<file path="config.mk">
export PLATFORM = sky130hd
export DESIGN_NAME = rand_scheduler
export DESIGN_NICKNAME = d
export VERILOG_FILES = /design/src/rtl/rand_pkg.sv /design/src/rtl/rand_scheduler_lfsr4.sv /design/src/rtl/rand_scheduler.sv
export SDC_FILE = /design/constraint.sdc
export NUM_CORES = 1
export LEC_CHECK = 0
export ABC_AREA = 1
export BUFFER_PORTS_ARGS = -buffer_cell sky130_fd_sc_hd__clkbuf_2
export CAP_MARGIN = 40
export CORE_UTILIZATION = 45
export CTS_CLUSTER_SIZE = 10
export DETAILED_ROUTE_END_ITERATION = 6
export GPL_ROUTABILITY_DRIVEN = 0
export PLACE_DENSITY = 0.67
export SLEW_MARGIN = 5
export SYNTH_ARGS = -nofsm -noshare
export SYNTH_HDL_FRONTEND = slang
export SYNTH_SLANG_ARGS = --single-unit
</file>
<file path="constraint.sdc">
create_clock -name clk -period 1.6 [get_ports clk]
set_input_delay 0.16 -clock clk [delete_from_list [all_inputs] [get_ports clk]]
set_output_delay 0.16 -clock clk [all_outputs]
set_load 0.01 [all_outputs]
</file>
<file path="src/rtl/rand_pkg.sv">
// rand_pkg -- shared definitions for the random-number scheduler.
//   LFSR_W      : width of the free-running LFSR and of delivered values
//   LIM_W       : width of one per-requester limit slice
//   state_e     : scheduler FSM encoding
//   lim_accept(): rejection-sampling acceptance test for one draw
package rand_pkg;

  localparam int LFSR_W = 4;
  localparam int LIM_W  = 5;

  typedef enum logic [1:0] {
    ST_IDLE    = 2'd0,
    ST_SAMPLE  = 2'd1,
    ST_DELIVER = 2'd2
  } state_e;

  // A limit of 0, or any value with the top bit set (>= 16), places no
  // bound on a 4-bit draw. Otherwise the limit is an exclusive upper bound.
  function automatic logic lim_accept(input logic [LFSR_W-1:0] v,
                                      input logic [LIM_W-1:0]  lim);
    return (lim == '0) || lim[LIM_W-1] || ({1'b0, v} < lim);
  endfunction

endpackage

</file>
<file path="src/rtl/rand_scheduler_lfsr4.sv">
// lfsr4 -- free-running 4-bit XNOR LFSR.
//   clk     : clock, advances on every rising edge
//   reset_n : asynchronous active-low reset, clears the register to 0
//   q       : current LFSR value
// XNOR feedback makes all-zeros a legal state, so the register can reset
// to 0; the lock-up value is 15, which the sequence never reaches.
// Sequence: 0,1,3,7,14,13,11,6,12,9,2,5,10,4,8 (period 15).
module lfsr4
  import rand_pkg::*;
(
  input  logic              clk,
  input  logic              reset_n,
  output logic [LFSR_W-1:0] q
);

  logic [LFSR_W-1:0] q_q;
  logic [LFSR_W-1:0] q_d;

  assign q_d = {q_q[2:0], ~(q_q[3] ^ q_q[2])};

  always_ff @(posedge clk or negedge reset_n) begin
    if (!reset_n) q_q <= '0;
    else          q_q <= q_d;
  end

  assign q = q_q;

endmodule

</file>
<file path="src/rtl/rand_scheduler.sv">
// rand_scheduler -- shares one LFSR among NUM_REQ requesters. A round-robin
// winner is latched in IDLE, bounded random values are produced by
// rejection sampling in SAMPLE, and a one-cycle grant is issued in DELIVER.
//   clk       : clock, all state on rising edge
//   reset_n   : asynchronous active-low reset
//   req       : per-requester request level, held until its grant
//   limit     : packed per-requester exclusive bound, slice i = limit[5i+4:5i]
//               (0 or >= 16 means unbounded)
//   gnt       : one-hot grant pulse, one cycle
//   valid     : high exactly when gnt is non-zero
//   rand_out  : delivered value, held until the next delivery
//   exhausted : with valid, MAX_TRIES rejections occurred and rand_out is 0
module rand_scheduler
  import rand_pkg::*;
#(
  parameter int NUM_REQ   = 3,
  parameter int MAX_TRIES = 8
) (
  input  logic                     clk,
  input  logic                     reset_n,
  input  logic [NUM_REQ-1:0]       req,
  input  logic [LIM_W*NUM_REQ-1:0] limit,
  output logic [NUM_REQ-1:0]       gnt,
  output logic                     valid,
  output logic [LFSR_W-1:0]        rand_out,
  output logic                     exhausted
);

  localparam int IDX_W = (NUM_REQ > 1) ? $clog2(NUM_REQ) : 1;
  localparam int TRY_W = $clog2(MAX_TRIES + 1);

  logic [NUM_REQ-1:0][LIM_W-1:0] lim_arr;
  assign lim_arr = limit;

  // Random source
  logic [LFSR_W-1:0] lfsr;

  lfsr4 u_lfsr (
    .clk    (clk),
    .reset_n(reset_n),
    .q      (lfsr)
  );

  // State
  state_e            state_q, state_d;
  logic [IDX_W-1:0]  ptr_q,   ptr_d;
  logic [IDX_W-1:0]  win_q,   win_d;
  logic [LIM_W-1:0]  lim_q,   lim_d;
  logic [TRY_W-1:0]  try_q,   try_d;
  logic [LFSR_W-1:0] rnd_q,   rnd_d;
  logic              exh_q,   exh_d;

  // Round-robin pick: scan offsets from farthest to nearest so the nearest
  // pending requester at or above ptr (with wrap) is the last one written.
  logic             pick_vld;
  logic [IDX_W-1:0] pick_idx;

  always_comb begin
    int               idx;
    logic [IDX_W-1:0] cand;
    pick_vld = 1'b0;
    pick_idx = ptr_q;
    idx      = 0;
    cand     = '0;
    for (int k = NUM_REQ - 1; k >= 0; k--) begin
      idx = int'(ptr_q) + k;
      if (idx >= NUM_REQ) idx = idx - NUM_REQ;
      cand = IDX_W'(idx);
      if (req[cand]) begin
        pick_vld = 1'b1;
        pick_idx = cand;
      end
    end
  end

  // Next state
  always_comb begin
    state_d = state_q;
    ptr_d   = ptr_q;
    win_d   = win_q;
    lim_d   = lim_q;
    try_d   = try_q;
    rnd_d   = rnd_q;
    exh_d   = exh_q;
    case (state_q)
      ST_IDLE: begin
        if (pick_vld) begin
          win_d   = pick_idx;
          lim_d   = lim_arr[pick_idx];
          try_d   = '0;
          exh_d   = 1'b0;
          state_d = ST_SAMPLE;
        end
      end
      ST_SAMPLE: begin
        if (lim_accept(lfsr, lim_q)) begin
          rnd_d   = lfsr;
          exh_d   = 1'b0;
          state_d = ST_DELIVER;
        end else if (try_q == TRY_W'(MAX_TRIES - 1)) begin
          // This reject is the last allowed one: give up with a zero value.
          try_d   = try_q + 1'b1;
          rnd_d   = '0;
          exh_d   = 1'b1;
          state_d = ST_DELIVER;
        end else begin
          try_d   = try_q + 1'b1;
        end
      end
      ST_DELIVER: begin
        ptr_d   = (win_q == IDX_W'(NUM_REQ - 1)) ? '0 : win_q + 1'b1;
        state_d = ST_IDLE;
      end
      default: state_d = ST_IDLE;
    endcase
  end

  always_ff @(posedge clk or negedge reset_n) begin
    if (!reset_n) begin
      state_q <= ST_IDLE;
      ptr_q   <= '0;
      win_q   <= '0;
      lim_q   <= '0;
      try_q   <= '0;
      rnd_q   <= '0;
      exh_q   <= 1'b0;
    end else begin
      state_q <= state_d;
      ptr_q   <= ptr_d;
      win_q   <= win_d;
      lim_q   <= lim_d;
      try_q   <= try_d;
      rnd_q   <= rnd_d;
      exh_q   <= exh_d;
    end
  end

  // Moore outputs of DELIVER; reset forces IDLE so they drop immediately.
  always_comb begin
    gnt       = '0;
    valid     = 1'b0;
    exhausted = 1'b0;
    if (state_q == ST_DELIVER) begin
      gnt[win_q] = 1'b1;
      valid      = 1'b1;
      exhausted  = exh_q;
    end
  end

  assign rand_out = rnd_q;

endmodule

</file>
==> flow_summary.json, run 1 <==
{
  "synthArstFlopShare_pct": 100,
  "ant_nets": 0,
  "drt_wl_total_um": 3490,
  "drt_iter0_drc": 69,
  "synth_cell_types": 24,
  "synth.largest_area_cell": "dfrtp_1",
  "cts_max_path_buffers": 2,
  "wire_per_inst_um": 11.7,
  "fin_crit_ns": 1.76,
  "postSynthAreaPerCell_sq_um": 7.38,
  "overflow": 0,
  "pin_count": 29,
  "hold_end": "lim_q[3]",
  "cts_inserted_buffers": 3,
  "grt_pass1_wl_um": 5550,
  "cap_violations": 0,
  "r2r_slack_ns": -0.16,
  "start_util_pct": 48.5,
  "fin_skew_ns": 0.00446,
  "hold_violations": 0,
  "p_sw_uw": 1990,
  "numPortBuffers": 28,
  "hp-class": "in -> reg",
  "grt_pass1_vias": 1299,
  "yosys_most_used_dff": "dfrtp_1",
  "powerDensity_nw_per_um2": 1940,
  "synth_most_common_cell": "nand2_1",
  "combPwrFrac_pct": 69.2,
  "p_seq_share_pct": 24.4,
  "power.leakage_uw": 0.00110,
  "worstSetupPathType": "reg -> reg",
  "antenna_found_initial": 0,
  "start_kind": "flip-flop",
  "drt-vias-per-instance": 4.92,
  "ctsRootBufferMaster": "clkbuf_4",
  "die-area_sq_um": 3580,
  "cts_max_level": 1,
  "final_nets": 281,
  "total_power_uw": 4030,
  "violations": "negative setup slack",
  "switching_share_pct": 49.4,
  "cp-end-kind": "flip-flop",
  "rows": 20,
  "worst_pin_slew_ns": 0.589,
  "final-max-slew-violation-count": 0,
  "dp_slack_ns": -0.182,
  "dr.pass1.iters": 4,
  "min_from": "limit[13]",
  "crit-reg2reg-launch": "ptr_q[1]",
  "outcome": "finished with violations",
  "cp.required_ns": 1.82,
  "layout-drive-gt1-share_pct": 41.9,
  "p_int_uw": 2040,
  "crit_arrival_ns": 1.98,
  "clockPowerShare_pct": 6.4,
  "netlist.area_leader.share_pct": 39.9,
  "ys_warn_count": 0,
  "max_freq_mhz": 568,
  "critPathMaxFanout": 6,
  "dp_hpwl_um": 2370,
  "grt_max_degree": 25,
  "rsz0062_at_grt": "true",
  "die_x_um": 59.9,
  "period_share_pct": 110,
  "die_height_um": 59.9,
  "synth_commonest_cells": "nand2_1 (70), nand3_1 (34), dfrtp_1 (24), inv_1 (22), nor2_1 (9)",
  "numClockSinks": 24,
  "cts_tree": "done",
  "grt_use_total_pct": 20.6,
  "r2r_end": "lim_q[1]",
  "clk_latency_ns": 0.31,
  "layout_setup_ws_ns": -0.162,
  "irDropWorstVdd_v": 0.000854,
  "synth_edf_count": 0,
  "via_count": 1460,
  "setup_viol_count_final": 17,
  "seq_area_frac_synth_pct": 39.9,
  "areaGrowthSynthToFinish_pct": 38.1,
  "worst_r2r_path_depth": 13,
  "synth_area_sq_um": 1510,
  "synth-seq-cells": 24,
  "fp.coreArea_sq_um": 3100,
  "synth.area.top_cells": "dfrtp_1 (40%), nand2_1 (17%), nand3_1 (11%)",
  "cts.clk_slew.worst_paths_ns": 0.12,
  "syn_inst": 204,
  "drc": 0,
  "slew_headroom_pct": 60.8,
  "whs_path_depth": 5,
  "antennaDiodeCount": 0,
  "syn-num-nets": 230
}
==> cell type report <==
| type | count | area (sq um) |
|---|---|---|
| multi-input combinational | 152 | 990 |
| sequential | 24 | 602 |
| timing repair inverter | 1 | 6.26 |
| tap | 44 | 55.1 |
| clock buffer | 3 | 22.5 |
| inverter | 28 | 128 |
| fill | 296 | 1020 |
| timing repair buffer | 45 | 278 |
==> critical path, stage by stage (launching register included) <==
cell     delay [ns]
dfrtp_1        0.42
buf_6          0.12
ha_4           0.33
nand3_4        0.09
nand2_1        0.09
nand2_2        0.06
nand2_1        0.06
nand3_1        0.08
nand2_2        0.08
nand2_4        0.09
nand2_8        0.09
nand2_1        0.05
nand2_1        0.05
nand2_1        0.05
==> cell usage in the layout (no fill, tap or decap), types with 7 or more instances in the layout <==
cell       n
inv_1     16
buf_4     14
nand2_2   13
nand2_1   57
nor2_1     7
inv_2      7
nand3_1   24
dfrtp_1   23
nand3_2   13
clkbuf_2  28
==> flip-flops by register name (all words and copies together), names as in the netlist <==
name	cells
state_q	2
try_q	4
rand_out	4
exh_q	1
win_q	2
u_lfsr.q	4
lim_q	5
ptr_q	2
==> cell families after synthesis <==
| family | share of synthesized area [%] |
|---|---|
| compound gates | 5.81 |
| buf+inv | 7.14 |
| flops | 39.9 |
| xor+xnor | 1.16 |
| fa+ha+maj | 4.98 |
| simple gates | 41.0 |
==> worst max path at each step <==
stage              from  endpoint  depth (start not counted)
6_report       ptr_q[1]  lim_q[1]                         13
5_1_grt        ptr_q[1]  lim_q[1]                         11
4_1_cts        ptr_q[1]  lim_q[2]                         13
3_5_place_dp   ptr_q[1]  lim_q[2]                         14
3_3_place_gp   ptr_q[1]  lim_q[0]                         14
2_1_floorplan  ptr_q[1]  lim_q[0]                         13
==> power groups by stage <==
stage	Clock (uW)	Sequential (uW)	Combinational, uW
2_1_floorplan	0	967	1550
3_3_place_gp	0	962	2120
3_5_place_dp	0	964	2150
4_1_cts	268	963	2360
5_1_grt	293	1010	3120
6_report	258	984	2790
==> per-stage QoR <==
stage          utilization, %  instance area [sq um]  hold slack (ns)  instances  setup TNS [ns]
6_report                 67.1                   2080            0.153        297           -1.37
2_1_floorplan               -                   1520           -0.136        204               0
4_1_cts                  61.8                   1920            0.143        293          -0.788
5_1_grt                  67.1                   2080            0.144        297           -3.17
3_3_place_gp             57.9                   1800            0.193        287           -1.34
3_5_place_dp             57.9                   1800            0.189        287           -1.38
==> per-layer routing <==
| layer | routed length [um] | GRT usage (%) |
|---|---|---|
| met5 | 0 | 0 |
| met4 | 65 | 5.98 |
| met3 | 148 | 4.98 |
| met2 | 1630 | 31.7 |
| met1 | 1640 | 28.7 |
==> what timing repair did <==
item	in CTS	in global routing
endpoints found under the setup margin	17	20
setup buffers	2	3
pin swaps	20	14
gates cloned	0	1
hold endpoints to repair	24	0
hold buffers	1	0
gates resized for setup	26	31
Power figures use the tool's default switching activity.
==> run 2: changes to the inputs <==
CORE_UTILIZATION = 49   (was 45)
PLACE_DENSITY = 0.72   (was 0.67)
==> flow_summary.json, run 2 (same netlist as run 1, synthesis figures left out) <==
{
  "ant_nets": 0,
  "numPortBuffers": 28,
  "multi_input_area_sq_um": 1000,
  "ctsRootBufferMaster": "clkbuf_4",
  "grt_pass1_vias": 1397,
  "powerDensity_nw_per_um2": 2100,
  "die_height_um": 57.4,
  "final-max-slew-violation-count": 0,
  "numClockSinks": 24,
  "largest-register": "lim_q",
  "overflow": 0,
  "slew_headroom_pct": 59.9,
  "max_freq_mhz": 557,
  "cts_max_level": 1,
  "register_area_sq_um": 601,
  "grt_pass1_wl_um": 5910,
  "fin_crit_ns": 1.80,
  "rsz0062_at_grt": "true",
  "critPathMaxFanout": 6,
  "layout_commonest_cell": "nand2_1",
  "drc": 2,
  "via_count": 1504,
  "hold_violations": 0,
  "dr.pass1.iters": 6,
  "cts.clk_slew.worst_paths_ns": 0.14,
  "whs_path_depth": 5,
  "antennaDiodeCount": 0,
  "power.leakage_uw": 0.00115,
  "min_from": "limit[9]",
  "drt_iter0_drc": 62,
  "outcome": "finished with violations",
  "worst_pin_slew_ns": 0.601,
  "grt_use_total_pct": 23.5,
  "cp-end-kind": "flip-flop",
  "rows": 19,
  "final_nets": 285,
  "antenna_found_initial": 0,
  "die-area_sq_um": 3300,
  "drt-vias-per-instance": 5.20,
  "worstSetupStartpoint": "ptr_q[0]",
  "cts_max_path_buffers": 2,
  "final_cell_mix": "nand2_1 (49), clkbuf_2 (28), dfrtp_1 (24)",
  "largest_reg_flops": 5,
  "violations": "design-rule violations, negative setup slack",
  "r2r_slack_ns": -0.20,
  "start_util_pct": 53.3,
  "cap_violations": 0,
  "irDropWorstVdd_v": 0.000924,
  "fp.coreArea_sq_um": 2830,
  "dp_slack_ns": -0.137,
  "cp.required_ns": 1.84,
  "worst_r2r_path_depth": 13,
  "areaGrowthSynthToFinish_pct": 43.9,
  "finish.utilization_pct": 76.6,
  "wire_per_inst_um": 13.3,
  "dp_hpwl_um": 2480,
  "layout-drive-gt1-share_pct": 46.9,
  "hp-class": "in -> reg",
  "crit_arrival_ns": 2.04,
  "pin_count": 29,
  "worstSetupPathType": "reg -> reg",
  "start_kind": "flip-flop",
  "hold_end": "lim_q[4]",
  "r2r_end": "exh_q",
  "cts_inserted_buffers": 3,
  "crit-reg2reg-launch": "ptr_q[0]",
  "period_share_pct": 112,
  "setup_viol_count_final": 18,
  "fin_skew_ns": 0.00365,
  "layout_setup_ws_ns": -0.196,
  "n_fill_cell": 198,
  "cts_tree": "done",
  "grt_max_degree": 25,
  "clk_latency_ns": 0.33,
  "die_x_um": 57.4,
  "drt_wl_total_um": 3850
}
## run 2: changes by cell type in the layout (fill, tap and decap cells not counted), moves of 2 or more
cell     delta
nand2_1     -8
nand2_2     +8
o21ai_0     -4
inv_6       +3
nand3_2     +3
buf_12      +2
buf_4       +2
inv_8       -2
nand3_1     -2
nor2_2      -2
o21ai_1     +2
o21ai_2     +2
## run 2: per-layer routing
layer | part of all wire, % | GRT usage (%) | wire (um) | vias to the layer above
met3 | 2.8 | 2.27 | 107 | 9
met1 | 44 | 30.6 | 1700 | 700
met5 | 0 | 0 | 0 | -
met4 | 2.1 | 10.1 | 81 | 0
li1 | - | - | - | 768
met2 | 51 | 39.7 | 1960 | 27
## run 2: worst max-delay path by stage
stage	end	slack, ns	depth (start not counted)
detailed placement	lim_q[1]	-0.14	14
global placement	lim_q[1]	-0.11	11
global route	exh_q	-0.30	13
finish	exh_q	-0.20	13
CTS	lim_q[3]	-0.12	13
floorplan	lim_q[0]	0.01	13
## run 2: power by group
group | internal, uW | switching [uW]
combinational | 1320 | 1790
clock | 254 | 202
sequential | 822 | 156
## run 2: metrics by stage
step,TNS (ns),total power [uW],cells,cell area (sq um),hold WS [ns]
after floorplan,0,2520,204,1520,-0.136
after global placement,-0.952,3090,276,1800,0.190
after detailed placement,-1.45,3140,276,1800,0.189
after CTS,-0.845,3970,284,1990,0.131
after global routing,-4.07,4920,289,2170,0.136
final,-2.32,4540,289,2170,0.129
## run 2: timing repair
item                       4_1_cts  5_1_grt
setup endpoints to repair       17       19
setup buffers                    3        5
hold buffers                     1        0
resized for setup               36       35
pin swaps                       19       23
hold endpoints to repair        24        0
## run 2: area by class of cell
class	count	area share (%)
clock inverter	1	1.38
timing repair buffer	50	15.9
inverter	28	5.89
sequential	24	27.7
multi-input combinational	152	46.3
tap	31	1.79
clock buffer	3	1.04
## run 2: worst max-delay path: stages, from the launching register on
cell	delay (ns)
dfrtp_1	0.46
inv_2	0.08
ha_4	0.33
inv_6	0.06
nand2_2	0.06
nand3_2	0.08
nand2_2	0.08
nand3_2	0.08
nand2_4	0.11
buf_12	0.12
buf_6	0.10
nand2_2	0.05
nand2_1	0.05
o21ai_1	0.05
==> run 3: changes to the inputs <==
BUFFER_PORTS_ARGS = -buffer_cell sky130_fd_sc_hd__buf_2   (was -buffer_cell sky130_fd_sc_hd__clkbuf_2)
==> flow_summary.json, run 3 (same netlist as run 1, synthesis figures left out) <==
{
  "hp-class": "in -> reg",
  "powerDensity_nw_per_um2": 1970,
  "dr.pass1.iters": 6,
  "clockPowerShare_pct": 6.1,
  "fp.coreArea_sq_um": 2830,
  "clk_latency_ns": 0.32,
  "p_int_uw": 2180,
  "cts_max_path_buffers": 2,
  "rows": 19,
  "worst_pin_slew_ns": 0.536,
  "largest_reg_flops": 5,
  "grt_pass1_wl_um": 5760,
  "fin_setup_tns_ns": -1.39,
  "die_x_um": 57.4,
  "setup_viol_count_final": 16,
  "die-area_sq_um": 3300,
  "drc": 2,
  "switching_share_pct": 48.7,
  "numPlacedInstances": 277,
  "cp-end-kind": "flip-flop",
  "final_cells": 291,
  "register_area_sq_um": 601,
  "cts_tree": "done",
  "wire_per_inst_um": 13.1,
  "final_nets": 288,
  "r2r_slack_ns": -0.16,
  "drt_wl_total_um": 3810,
  "numClockSinks": 24,
  "dp_slack_ns": -0.147,
  "period_share_pct": 110,
  "layout_commonest_cell": "nand2_1",
  "largest-register": "lim_q",
  "power.leakage_uw": 0.00115,
  "p_sw_uw": 2080,
  "fin_crit_ns": 1.76,
  "max_freq_mhz": 568,
  "p_seq_share_pct": 22.9,
  "ctsRootBufferMaster": "clkbuf_4",
  "fin_skew_ns": 0.0170,
  "areaGrowthSynthToFinish_pct": 43.5,
  "multi_input_area_sq_um": 1020,
  "antennaDiodeCount": 0,
  "drt_iter0_drc": 58,
  "drt-vias-per-instance": 5.16,
  "layout_setup_ws_ns": -0.162,
  "grt_max_degree": 25,
  "slew_headroom_pct": 64.3,
  "start_util_pct": 53.3,
  "die_height_um": 57.4,
  "grt_use_total_pct": 22.9,
  "hold_violations": 0,
  "cap_violations": 0,
  "pin_count": 29,
  "finish.utilization_pct": 76.4,
  "worstSetupPathType": "reg -> reg",
  "cts_max_level": 1,
  "irDropWorstVdd_v": 0.00122,
  "cp.required_ns": 1.81,
  "crit_arrival_ns": 1.97,
  "layout-drive-gt1-share_pct": 47.3,
  "total_power_uw": 4260,
  "critPathMaxFanout": 6,
  "cts.clk_slew.worst_paths_ns": 0.13,
  "combPwrFrac_pct": 71.0,
  "ant_nets": 0,
  "start_kind": "flip-flop",
  "violations": "design-rule violations, negative setup slack",
  "overflow": 0,
  "outcome": "finished with violations",
  "via_count": 1501,
  "n_fill_cell": 203,
  "rsz0062_at_grt": "true",
  "antenna_found_initial": 0,
  "numPortBuffers": 28,
  "final_cell_mix": "nand2_1 (47), buf_2 (28), dfrtp_1 (24)",
  "final-max-slew-violation-count": 0,
  "dp_hpwl_um": 2410,
  "grt_pass1_vias": 1336,
  "cts_inserted_buffers": 3
}
[run 3: final timing paths]
| path | end | depth (start not counted) | startpoint |
|---|---|---|---|
| worst max-delay path | lim_q[3] | 12 | ptr_q[0] |
| worst min-delay path | lim_q[4] | 5 | limit[9] |
| worst max register to register | lim_q[3] | 12 | ptr_q[0] |
| worst min register to register | u_lfsr.q[1] | 0 | u_lfsr.q[0] |
| max in group asynchronous | u_lfsr.q[3] | 2 | reset_n |
| min in group asynchronous | ptr_q[1] | 2 | reset_n |
[run 3: power groups by stage]
stage / clock network (uW) / logic (uW) / registers [uW]
4_1_cts: 266 / 2560 / 967
2_1_floorplan: 0 / 1550 / 967
3_3_place_gp: 0 / 2150 / 959
3_5_place_dp: 0 / 2170 / 962
5_1_grt: 295 / 3330 / 992
6_report: 260 / 3020 / 976
[run 3: what timing repair did]
item	in CTS	in global routing
pin swaps	16	21
setup buffers	5	5
setup endpoints to repair	17	18
hold buffers	1	0
gates resized for setup	32	41
hold endpoints to repair	24	0
[run 3: cell type report]
type | count | share of cell area (%)
inverter | 28 | 6.13
multi-input combinational | 152 | 47.0
sequential | 24 | 27.8
tap | 31 | 1.79
clock buffer | 3 | 1.04
timing repair buffer | 53 | 16.2
[run 3: metal layers]
metal	wire, um	share of wire [%]	global-route usage (%)
met1	1770	46	30.4
met2	1900	50	37.5
met3	88	2.3	4.99
met4	48	1.3	6.97
met5	0	0	0
[run 3: through the flow]
step / instance area (sq um) / hold WS [ns]
after floorplan: 1520 / -0.136
after global placement: 1800 / 0.171
after detailed placement: 1800 / 0.166
after CTS: 1990 / 0.136
after global routing: 2160 / 0.152
final: 2160 / 0.133
[run 3: critical path, stage by stage (launching register included)]
cell and delay, ns:
dfrtp_1 0.44, buf_6 0.14, ha_4 0.19, inv_6 0.10, nand3_2 0.13, inv_1 0.13, nand2_2 0.07, nand2_4 0.11
inv_6 0.05, nand3_1 0.09, nand3_1 0.09, nand2_1 0.07, nand2_1 0.05
